[src/rtl/if_id_queue_pkg.sv]
// Shared CPU constants and the IF/ID queue entry type, reused by ID and the hazard unit.
package if_id_queue_pkg;

  localparam int WORD_W  = 32;
  localparam int STALL_W = 16;

  localparam logic [WORD_W-1:0] NOP_INSTR_DEFAULT = 32'h0000_0000;

  typedef struct packed {
    logic [WORD_W-1:0] pc;
    logic [WORD_W-1:0] instr;
  } iq_entry_t;

endpackage

[src/rtl/iq_regfile.sv]
// IF/ID queue storage: DEPTH x 64-bit entries, one synchronous write port, one asynchronous read port.
module iq_regfile
  import if_id_queue_pkg::*;
#(
  parameter int DEPTH = 2,
  parameter int AW    = $clog2(DEPTH)
) (
  input  logic      clk_i,
  input  logic      we_i,
  input  logic [AW-1:0] waddr_i,
  input  iq_entry_t wdata_i,
  input  logic [AW-1:0] raddr_i,
  output iq_entry_t rdata_o
);

  // Slots are never reset; the queue masks any slot that is not occupied.
  iq_entry_t mem_q [DEPTH];

  always_ff @(posedge clk_i) begin
    if (we_i) begin
      mem_q[waddr_i] <= wdata_i;
    end
  end

  assign rdata_o = mem_q[raddr_i];

endmodule

[src/rtl/if_id_queue.sv]
// Decoupling queue between the IF and ID stages with flush, occupancy and saturating stall counter.
module if_id_queue
  import if_id_queue_pkg::*;
#(
  parameter int                DEPTH     = 2,
  parameter logic [WORD_W-1:0] NOP_INSTR = NOP_INSTR_DEFAULT
) (
  input  logic                     clk,
  input  logic                     RST,
  input  logic                     in_valid,
  input  logic [WORD_W-1:0]        in_pc,
  input  logic [WORD_W-1:0]        in_instr,
  output logic                     in_ready,
  input  logic                     flush,
  output logic                     out_valid,
  output logic [WORD_W-1:0]        out_pc,
  output logic [WORD_W-1:0]        out_instr,
  input  logic                     out_ready,
  output logic [$clog2(DEPTH):0]   count,
  output logic [STALL_W-1:0]       stall_cnt
);

  localparam int AW = $clog2(DEPTH);
  localparam int CW = AW + 1;
  localparam logic [CW-1:0]      DEPTH_C   = CW'(DEPTH);
  localparam logic [STALL_W-1:0] STALL_MAX = '1;

  if (DEPTH != 2 && DEPTH != 4 && DEPTH != 8) begin : g_bad_depth
    $error("if_id_queue: DEPTH must be 2, 4 or 8");
  end

  logic [AW-1:0]      wr_ptr_q, wr_ptr_d;
  logic [AW-1:0]      rd_ptr_q, rd_ptr_d;
  logic [CW-1:0]      count_q, count_d;
  logic [STALL_W-1:0] stall_cnt_q, stall_cnt_d;

  logic      push, pop, stall_inc;
  iq_entry_t wr_entry, head_entry;

  // Handshake: a word moves on a rising edge when valid and ready are both high
  // and flush is low. in_ready depends only on registered occupancy, never on out_ready.
  assign in_ready  = (count_q < DEPTH_C);
  assign out_valid = (count_q != '0);
  assign push      = in_valid & in_ready & ~flush;
  assign pop       = out_valid & out_ready & ~flush;
  assign stall_inc = out_valid & ~out_ready & ~flush;

  assign wr_entry.pc    = in_pc;
  assign wr_entry.instr = in_instr;

  iq_regfile #(
    .DEPTH (DEPTH),
    .AW    (AW)
  ) u_regfile (
    .clk_i   (clk),
    .we_i    (push),
    .waddr_i (wr_ptr_q),
    .wdata_i (wr_entry),
    .raddr_i (rd_ptr_q),
    .rdata_o (head_entry)
  );

  always_comb begin
    wr_ptr_d    = wr_ptr_q;
    rd_ptr_d    = rd_ptr_q;
    count_d     = count_q;
    stall_cnt_d = stall_cnt_q;

    if (flush) begin
      wr_ptr_d = '0;
      rd_ptr_d = '0;
      count_d  = '0;
    end else begin
      // Pointers are AW bits wide, so the increment wraps modulo DEPTH.
      if (push) wr_ptr_d = wr_ptr_q + AW'(1);
      if (pop)  rd_ptr_d = rd_ptr_q + AW'(1);
      case ({push, pop})
        2'b10:   count_d = count_q + CW'(1);
        2'b01:   count_d = count_q - CW'(1);
        default: count_d = count_q;
      endcase
    end

    if (stall_inc && stall_cnt_q != STALL_MAX) begin
      stall_cnt_d = stall_cnt_q + STALL_W'(1);
    end
  end

  always_ff @(posedge clk or negedge RST) begin
    if (!RST) begin
      wr_ptr_q    <= '0;
      rd_ptr_q    <= '0;
      count_q     <= '0;
      stall_cnt_q <= '0;
    end else begin
      wr_ptr_q    <= wr_ptr_d;
      rd_ptr_q    <= rd_ptr_d;
      count_q     <= count_d;
      stall_cnt_q <= stall_cnt_d;
    end
  end

  assign out_pc    = out_valid ? head_entry.pc    : '0;
  assign out_instr = out_valid ? head_entry.instr : NOP_INSTR;
  assign count     = count_q;
  assign stall_cnt = stall_cnt_q;

endmodule

[config.mk]
export PLATFORM = sky130hd
export DESIGN_NAME = if_id_queue
export DESIGN_NICKNAME = d
export VERILOG_FILES = /design/src/rtl/if_id_queue_pkg.sv /design/src/rtl/iq_regfile.sv /design/src/rtl/if_id_queue.sv
export SDC_FILE = /design/constraint.sdc
export NUM_CORES = 1
export LEC_CHECK = 0
export CELL_PAD_IN_SITES_DETAIL_PLACEMENT = 0
export CELL_PAD_IN_SITES_GLOBAL_PLACEMENT = 1
export CORE_UTILIZATION = 36
export CTS_CLUSTER_SIZE = 25
export DETAILED_ROUTE_END_ITERATION = 10
export HOLD_SLACK_MARGIN = 0.06
export PLACE_DENSITY = 0.86
export SYNTH_ARGS = -nofsm -noshare
export SYNTH_HDL_FRONTEND = slang
export SYNTH_SLANG_ARGS = --single-unit
[constraint.sdc]
create_clock -name clk -period 5.85 [get_ports clk]
set_input_delay 1.17 -clock clk [delete_from_list [all_inputs] [get_ports clk]]
set_output_delay 1.17 -clock clk [all_outputs]
set_load 0.1 [all_outputs]
Word level (Yosys, flattened, before mapping)
Memory sizes are Yosys's and may differ from the RTL's.
Index checks and enable logic that the tools add are counted.

storage, ports and cells
  output and inout port bits = 84
  memories kept = 1
  register bits = 20
  RAM bits = 128
  input port bits = 69
  word-level logic and storage cells = 37

memory list
  memory           depth  width  read ports  clocked after memory_dff  write ports  RTL line          text
  u_regfile.mem_q  2      64     1           0                         1            iq_regfile.sv:17  iq_entry_t mem_q [DEPTH];

operators by class
  $add $sub $neg = 5
  multiplexer cells = 10
  magnitude comparators = 1
  eq/ne operators = 3
  reductions and logical operators = 5
  bitwise gates (word level) = 8

operators with widths
  cell                     number
  $mux W32                 2
  $add A16 B1 Y16 const B  1
  $ne A16 B16 Y1 const B   1
  $and A1 B1 Y1            6
  $mux W1                  6
  $reduce_bool A2 Y1       3
  $pmux W2 S2              1
  $reduce_bool A3 Y1       1
  $add A1 B1 Y1 const B    2
  $add A2 B1 Y2 const B    1
  $eq A2 B1 Y1 const B     1
  $eq A2 B2 Y1 const B     1
  $lt A2 B2 Y1 const B     1
  $mux W2                  1
  $not A1 Y1               2
  $sub A2 B1 Y2 const B    1
  $logic_and A1 B1 Y1      1

Longest topological paths before layout
Gate-level depths: netlist of the first run.

  word-level depth = 6
  mapped depth = 6
  mapped depth without buffers = 5

By module
A second synthesis of the first run with hierarchy kept.

second synthesis, totals
  cells, all modules = 365
  area, all modules = 6338.6 µm²

by module, submodules not included
  module       area an instance (µm²)  cells each  times used  seq. area each (µm²)
  iq_regfile   4933.5                  201         1           3843.7
  if_id_queue  1405.1                  164         1           500.5

Worst setup path before layout of the first run
OpenSTA, ideal clock, no wires.

  path kind = input port to flip-flop
  start point = in in_valid
  end point = mem u_regfile.mem_q[0][0] in the netlist's numbering (enable)
  slack = -801 ps
  cell stages on the path = 2
  arrival time = 6072 ps
  data required time = 5271 ps
  library setup time = 579 ps
  path buffers = 0
  path through = and2b_1 > nor3b_1

between the ends
  word-level cells in the longest chain between the ends = 4

ends and longest elaborated chain
  item                           RTL line           text
  from (decl)                    if_id_queue.sv:10  input logic in_valid,
  $and A1 B1 Y1 (2 in series)    if_id_queue.sv:44  assign push = in_valid & in_ready & ~flush;
  $mux W1                        iq_regfile.sv:20   if (we_i) begin
  $mux W1 (implied by the code)  iq_regfile.sv:21   mem_q[waddr_i] <= wdata_i;
  to (decl)                      iq_regfile.sv:17

Every way passes these cells.

Worst setup path in the final report of the first run
  start point = reg rd_ptr_q
  end point = out out_instr[28]

between the ends
  word-level cells in the longest chain between the ends = 2

ends and longest elaborated chain
  item                    RTL line            text
  from (decl)             if_id_queue.sv:33   logic [AW-1:0] rd_ptr_q, rd_ptr_d;
  from (signal assigned)  if_id_queue.sv:97   rd_ptr_q <= rd_ptr_d;
  $mem_v2 Z2 W64          -
  $mux W32                if_id_queue.sv:104  assign out_instr = out_valid ? head_entry.instr : NOP_INSTR;
  to (decl)               if_id_queue.sv:17   output logic [WORD_W-1:0] out_instr,

Every way passes these cells.

==> results of run 1 <==
==> per-layer routing <==
layer  vias to the layer above  part of all wire, %  wire, um
met5                         -                    0         0
met4                         0                  1.5       174
met3                        14                  6.6       758
met2                       125                   49      5650
met1                      1705                   43      4900
li1                       1662                    -         -
==> worst max-delay path, delay by kind of cell, from the launching register on <==
| kind | cells | cell delay, ns |
|---|---|---|
| buf+inv | 1 | 1.16 |
| simple gates | 1 | 0.17 |
| flops | 1 | 1.13 |
| mux | 1 | 0.18 |
==> final cells by class <==
cell class                      count  area, um^2
Inverter                            3        11.3
Timing Repair Buffer              156        1550
Multi-Input combinational cell    199        1370
Tap cell                          211         264
Fill cell                        1301        7310
Clock buffer                       20         437
Sequential cell                   148        4350
Clock inverter                     12         138
==> logic make-up after synthesis <==
logic type / after synthesis / share of synthesized area, %
fa+ha+maj: 1 / 0.216
compound gates: 3 / 0.260
mux: 65 / 11.3
xor+xnor: 18 / 2.73
simple gates: 112 / 8.83
flops: 148 / 75.1
buf+inv: 20 / 1.58
==> how the worst min path moves through the flow <==
stage	from	to	slack, ns	depth (start not counted)
floorplan	wr_ptr_q	wr_ptr_q	0.54	2
global placement	stall_cnt[15]	stall_cnt[15]	0.49	1
detailed placement	stall_cnt[15]	stall_cnt[15]	0.49	1
CTS	stall_cnt[15]	stall_cnt[15]	0.50	1
global route	stall_cnt[15]	stall_cnt[15]	0.52	1
finish	stall_cnt[15]	stall_cnt[15]	0.51	1
==> state kept, by name (all words and copies together) (netlist names) <==
register / flops
count: 2
wr_ptr_q: 1
rd_ptr_q: 1
u_regfile.mem_q: 128
stall_cnt: 16
==> report_power, final <==
group	leakage, nW	internal [mW]	switching (mW)
registers	1.43	1.21	0.0597
clock network	0.282	0.663	0.395
logic	1.06	0.191	0.531
==> through the flow <==
stage                     power, mW  hold slack (ns)
after floorplan                1.81            0.544
after global placement         2.01            0.493
after detailed placement       2.02            0.493
after CTS                      3.08            0.504
after global routing           3.16            0.518
final                          3.05            0.507
==> cell usage in the layout (no fill, tap or decap), types with 3 or more instances in the layout <==
cell type,netlist,layout
xor2_1,14,14
clkbuf_1,7,3
clkdlybuf4s50_1,0,152
nand2_1,7,7
mux2i_1,64,64
dfrtp_1,20,19
buf_4,0,4
clkinv_2,0,3
nor2_1,69,68
nand3_1,4,4
bufinv_16,0,3
xnor2_1,4,4
clkbuf_16,0,17
nand4_1,5,5
nor4_1,8,8
clkinv_1,0,4
inv_1,3,3
edfxtp_1,128,128
nor3_1,5,5
==> out/results.ini, run 1 <==
[worst_setup_path]
path_class=reg2out
path_cells=mux2i_1 -> nor2_1 -> clkdlybuf4s50_1
arrival_ns=3.17
cp-end-kind=output port
r2r-end=rd_ptr_q
endpoint=out_instr[28]
cp-start-kind=flip-flop
crit_fanout=65
r2r_slack_ns=3.66
cp.required_ns=4.68
cp_slowest_cell=clkdlybuf4s50_1
r2r_start=count[1]
slowest_delay_ns=1.16
reg2reg_depth=6
cp-startpoint=rd_ptr_q

[grt]
met2_usage_pct=23.5
grt-ovfl-total=0
gr-usage-met1_pct=18.0
grt_pass1_wl_mm=18.1
grt_usage_pct=14.6
grt_pass1_vias=3526
grt_max_degree=66
antenna_found_initial=0
use_met3_pct=4.74
busiest_layer=met2

[cts]
cts-root-buf=clkbuf_16
clock-sinks=148
cts_hold_buf=0
cts_buffer_depth=2
cts_htree_levels=4
ctsResizeCount=0
clk_latency_ns=0.41
numCtsBuffers=17
cts_tree=built
postCtsSetupRepairBufs=0
clkTransAtPathRegs_ns=0.06

[die]
ioPinCount=153
die_w_um=129
start_util_pct=37.5
dieArea_um2=16600
core-area_um2=15400
rows=45
die_y_um=129

[synth]
synthFlopType=edfxtp_1
syn_nets=437
ys_seq_area_share_pct=75.1
synthTopCellsByArea=edfxtp_1 66%, mux2i_1 11%, dfrtp_1 8.7%, nor2_1 4.5%, xor2_1 2.1%
yosysTopAreaCell=edfxtp_1
synthArstFlopShare_pct=13.5
synth_edf_count=128
syn_inst=367
yosys-top-cells-count=128 x edfxtp_1, 69 x nor2_1, 64 x mux2i_1
syn_avg_cell_area_um2=15.8
synth_area_um2=5780
ys_types=31
yosys_warnings=0
synth_top_area_share_pct=66.5
synth.most_common_cell=edfxtp_1
ys_ff_latch=148

[sta]
fmax_mhz=230
relSlewSlack_pct=22.6
hold_viol=0
tightestPinTransition_ns=1.16
fin_setup_tns_ns=0
rsz0062_at_grt=false
fin_crit_sh_pct=74.2
fin_worst_skew_ns=0.00505
fin_crit_ns=4.34
finalSetupViolCount=0
finalMaxSlewViolations=0
fin_ws_ns=1.51

[outcome]
status=finished clean

[drt]
routed_wl_mm=11.5
drc=0
viasPerCell=4.68
drtIter0Drc=178
post_drt_wl_per_cell_um=15.3
vias=3506
postRouteAntennaNets=0
first_pass_iters=4

[power]
leakagePower_nw=2.77
vdd_drop_max_mv=0.226
powerDensity_nw_per_um2=376

[placed_design]
dpl.hpwl_mm=7.41
dp_cells=717
placed_area_um2=7540
port_buffers=152
place_ws_ns=1.91
globalplace.congestion=0.787

[final_layout]
nets=595
final_util_pct=52.6
diodes=0
drive_gt1_share_pct=6.51
design_area_um2=8120
area_growth_syn_to_layout_pct=40.4
final_cells=749

[job]
maxCapViolCount=0

[worst_hold_path]
hold_class=reg2reg

(Power assumes the default switching activity.)
==> run 2: changes to the inputs <==
Clock period 5.85 ns to 3.5 ns, I/O delays scaled along.
==> run 2 against run 1 <==
Effect of this change:
- non-clock buffer count rose by 2
- count of clock-buffer cells in the layout is 2 lower
- clock power increased by 75%
- die area stayed put
- worst hold slack got worse by 0.0086 ns
- clock skew increased by 0.0058 ns
- power up 70%
- critical path depth is 1 higher
- sequential cell count is the same
- cell area down 1.0%
- largest cell class unchanged
==> out/results.ini, run 2 (synthesis gave the netlist of run 1 again) <==
[outcome]
status=finished clean

[sta]
relSlewSlack_pct=34.2  ; +12 points
finalMaxSlewViolations=0  ; unchanged
fmax_mhz=349
fin_crit_sh_pct=81.9
rsz0062_at_grt=false
finalSetupViolCount=0  ; unchanged
fin_crit_ns=2.87
fin_setup_tns_ns=0  ; unchanged
fin_ws_ns=0.633  ; -0.876 ns
tightestPinTransition_ns=0.984  ; -0.177 ns
fin_worst_skew_ns=0.0108  ; +0.00577 ns
hold_viol=0  ; unchanged

[final_layout]
final_util_pct=52.1  ; -0.55 points
drive_gt1_share_pct=21.9  ; +15 points
diodes=0  ; unchanged
mostFrequentLayoutCells=128 x edfxtp_1, 78 x buf_4, 76 x clkdlybuf4s50_1
nets=597  ; +0.34%
nFillCells=1313  ; +0.92%
regMostFlops=u_regfile.mem_q
largest_reg_flops=128  ; unchanged
area_growth_syn_to_layout_pct=38.9
final_common_cell=edfxtp_1

[cts]
cts_tree=built
clkTransAtPathRegs_ns=0.06  ; about the same
clock-sinks=148  ; unchanged
cts_hold_buf=0  ; unchanged
cts_htree_levels=4  ; unchanged
cts_buffer_depth=2  ; unchanged
postCtsSetupRepairBufs=0  ; unchanged
cts-root-buf=clkbuf_16
clk_latency_ns=0.41  ; about the same
numCtsBuffers=17  ; unchanged
ctsResizeCount=0  ; unchanged

[worst_setup_path]
cp_slowest_cell=dfrtp_4
crit_path_frequent_cell=buf_4
cp.required_ns=2.80  ; -1.88 ns
arrival_ns=2.17  ; -1.00 ns
path_cells=buf_4 -> mux2i_1 -> nor2_1 -> buf_4
worstPathBufferInverterCount=2  ; +1
crit_family=flip-flops
cp-start-kind=flip-flop
path_class=reg2out
crit_fanout=35  ; -46%
cp-end-kind=output port
slowest_delay_ns=0.83  ; -0.33 ns

[die]
ioPinCount=153  ; unchanged
start_util_pct=37.5  ; unchanged
rows=45  ; unchanged
die_y_um=129  ; unchanged
die_w_um=129  ; unchanged
dieArea_um2=16600  ; unchanged
core-area_um2=15400  ; unchanged

[grt]
grt-ovfl-total=0  ; unchanged
grt_max_degree=65  ; -1.5%
grt_pass1_wl_mm=18.6  ; +3.0%
grt_usage_pct=15.0  ; +0.39 points
antenna_found_initial=0  ; unchanged
grt_pass1_vias=3746  ; +6.2%

[drt]
viasPerCell=4.67  ; -0.21%
postRouteAntennaNets=0  ; unchanged
first_pass_iters=4  ; unchanged
drtIter0Drc=193  ; +8.4%
vias=3508  ; +0.057%
drc=0  ; unchanged
routed_wl_mm=11.9  ; +3.6%
post_drt_wl_per_cell_um=15.8  ; +3.4%

[placed_design]
port_buffers=152  ; unchanged
place_ws_ns=0.828  ; -1.08 ns
globalplace.congestion=0.813  ; +3.3%
dpl.hpwl_mm=7.82  ; +5.5%

[job]
maxCapViolCount=0  ; unchanged

[power]
leakagePower_nw=2.94  ; +6.1%
seq_power_share_pct=40.8  ; -0.9 points
power.switching_mw=1.66  ; +69%
swShare_pct=32.1  ; -0.15 points
powerDensity_nw_per_um2=644  ; +71%
p_clk_share_pct=35.9  ; +1.2 points
internal_power_mw=3.51  ; +70%
comb_power_share_pct=23.3  ; -0.4 points
vdd_drop_max_mv=0.853  ; +280%

[worst_hold_path]
hold_class=reg2reg

## run 2: cell types whose count changed in the layout (fill, tap and decap cells not counted), sizes merged
| cell | previous run | this run |
|---|---|---|
| buf | 4 | 82 |
| clkdlybuf4s50 | 152 | 76 |
| clkbuf | 20 | 18 |
| clkinv | 9 | 7 |
| clkinvlp | 0 | 2 |
| bufinv | 3 | 4 |
| inv | 3 | 4 |
## run 2: path summary, 6_finish.rpt
kind                            cells after the start  slack (ns)             to           from
worst max-delay path                                4        0.63  out_instr[16]       rd_ptr_q
worst min-delay path                                1        0.50  stall_cnt[15]  stall_cnt[15]
worst max register to register                      6        1.28   stall_cnt[1]   stall_cnt[0]
worst min register to register                      1        0.50  stall_cnt[15]  stall_cnt[15]
max in group asynchronous                           1        2.07       rd_ptr_q            RST
min in group asynchronous                           1        0.79  stall_cnt[15]            RST
## run 2: cell type report
class                           count  area [um^2]  share of cell area, %
Clock inverter                     14          185                   2.30
Tap cell                          211          264                   3.29
Sequential cell                   148         4350                   54.1
Clock buffer                       18          429                   5.34
Inverter                            3         11.3                  0.140
Multi-Input combinational cell    199         1370                   17.1
Timing Repair Buffer              158         1430                   17.8
## run 2: power by group through the flow
stage	logic [mW]	registers (mW)	clock network, mW
4_1_cts	1.22	2.11	1.90
6_report	1.21	2.11	1.86
2_1_floorplan	0.674	2.35	0
3_5_place_dp	1.21	2.15	0
5_1_grt	1.25	2.12	1.98
3_3_place_gp	1.20	2.14	0
## run 2: stage by stage
step | hold slack, ns | instances | area, um^2 | power (mW)
final | 0.498 | 751 | 8030 | 5.17
after global routing | 0.534 | 751 | 8030 | 5.35
after global placement | 0.498 | 719 | 7420 | 3.34
after floorplan | 0.404 | 367 | 5790 | 3.03
after detailed placement | 0.496 | 719 | 7420 | 3.36
after CTS | 0.506 | 751 | 8030 | 5.23
## run 2: per-layer routing
layer,global-route usage [%],up-vias,share of wire (%)
li1,-,1676,-
met1,16.6,1727,41
met2,26.4,94,51
met3,6.20,11,7.3
met4,4.57,0,0.87
met5,0,-,0
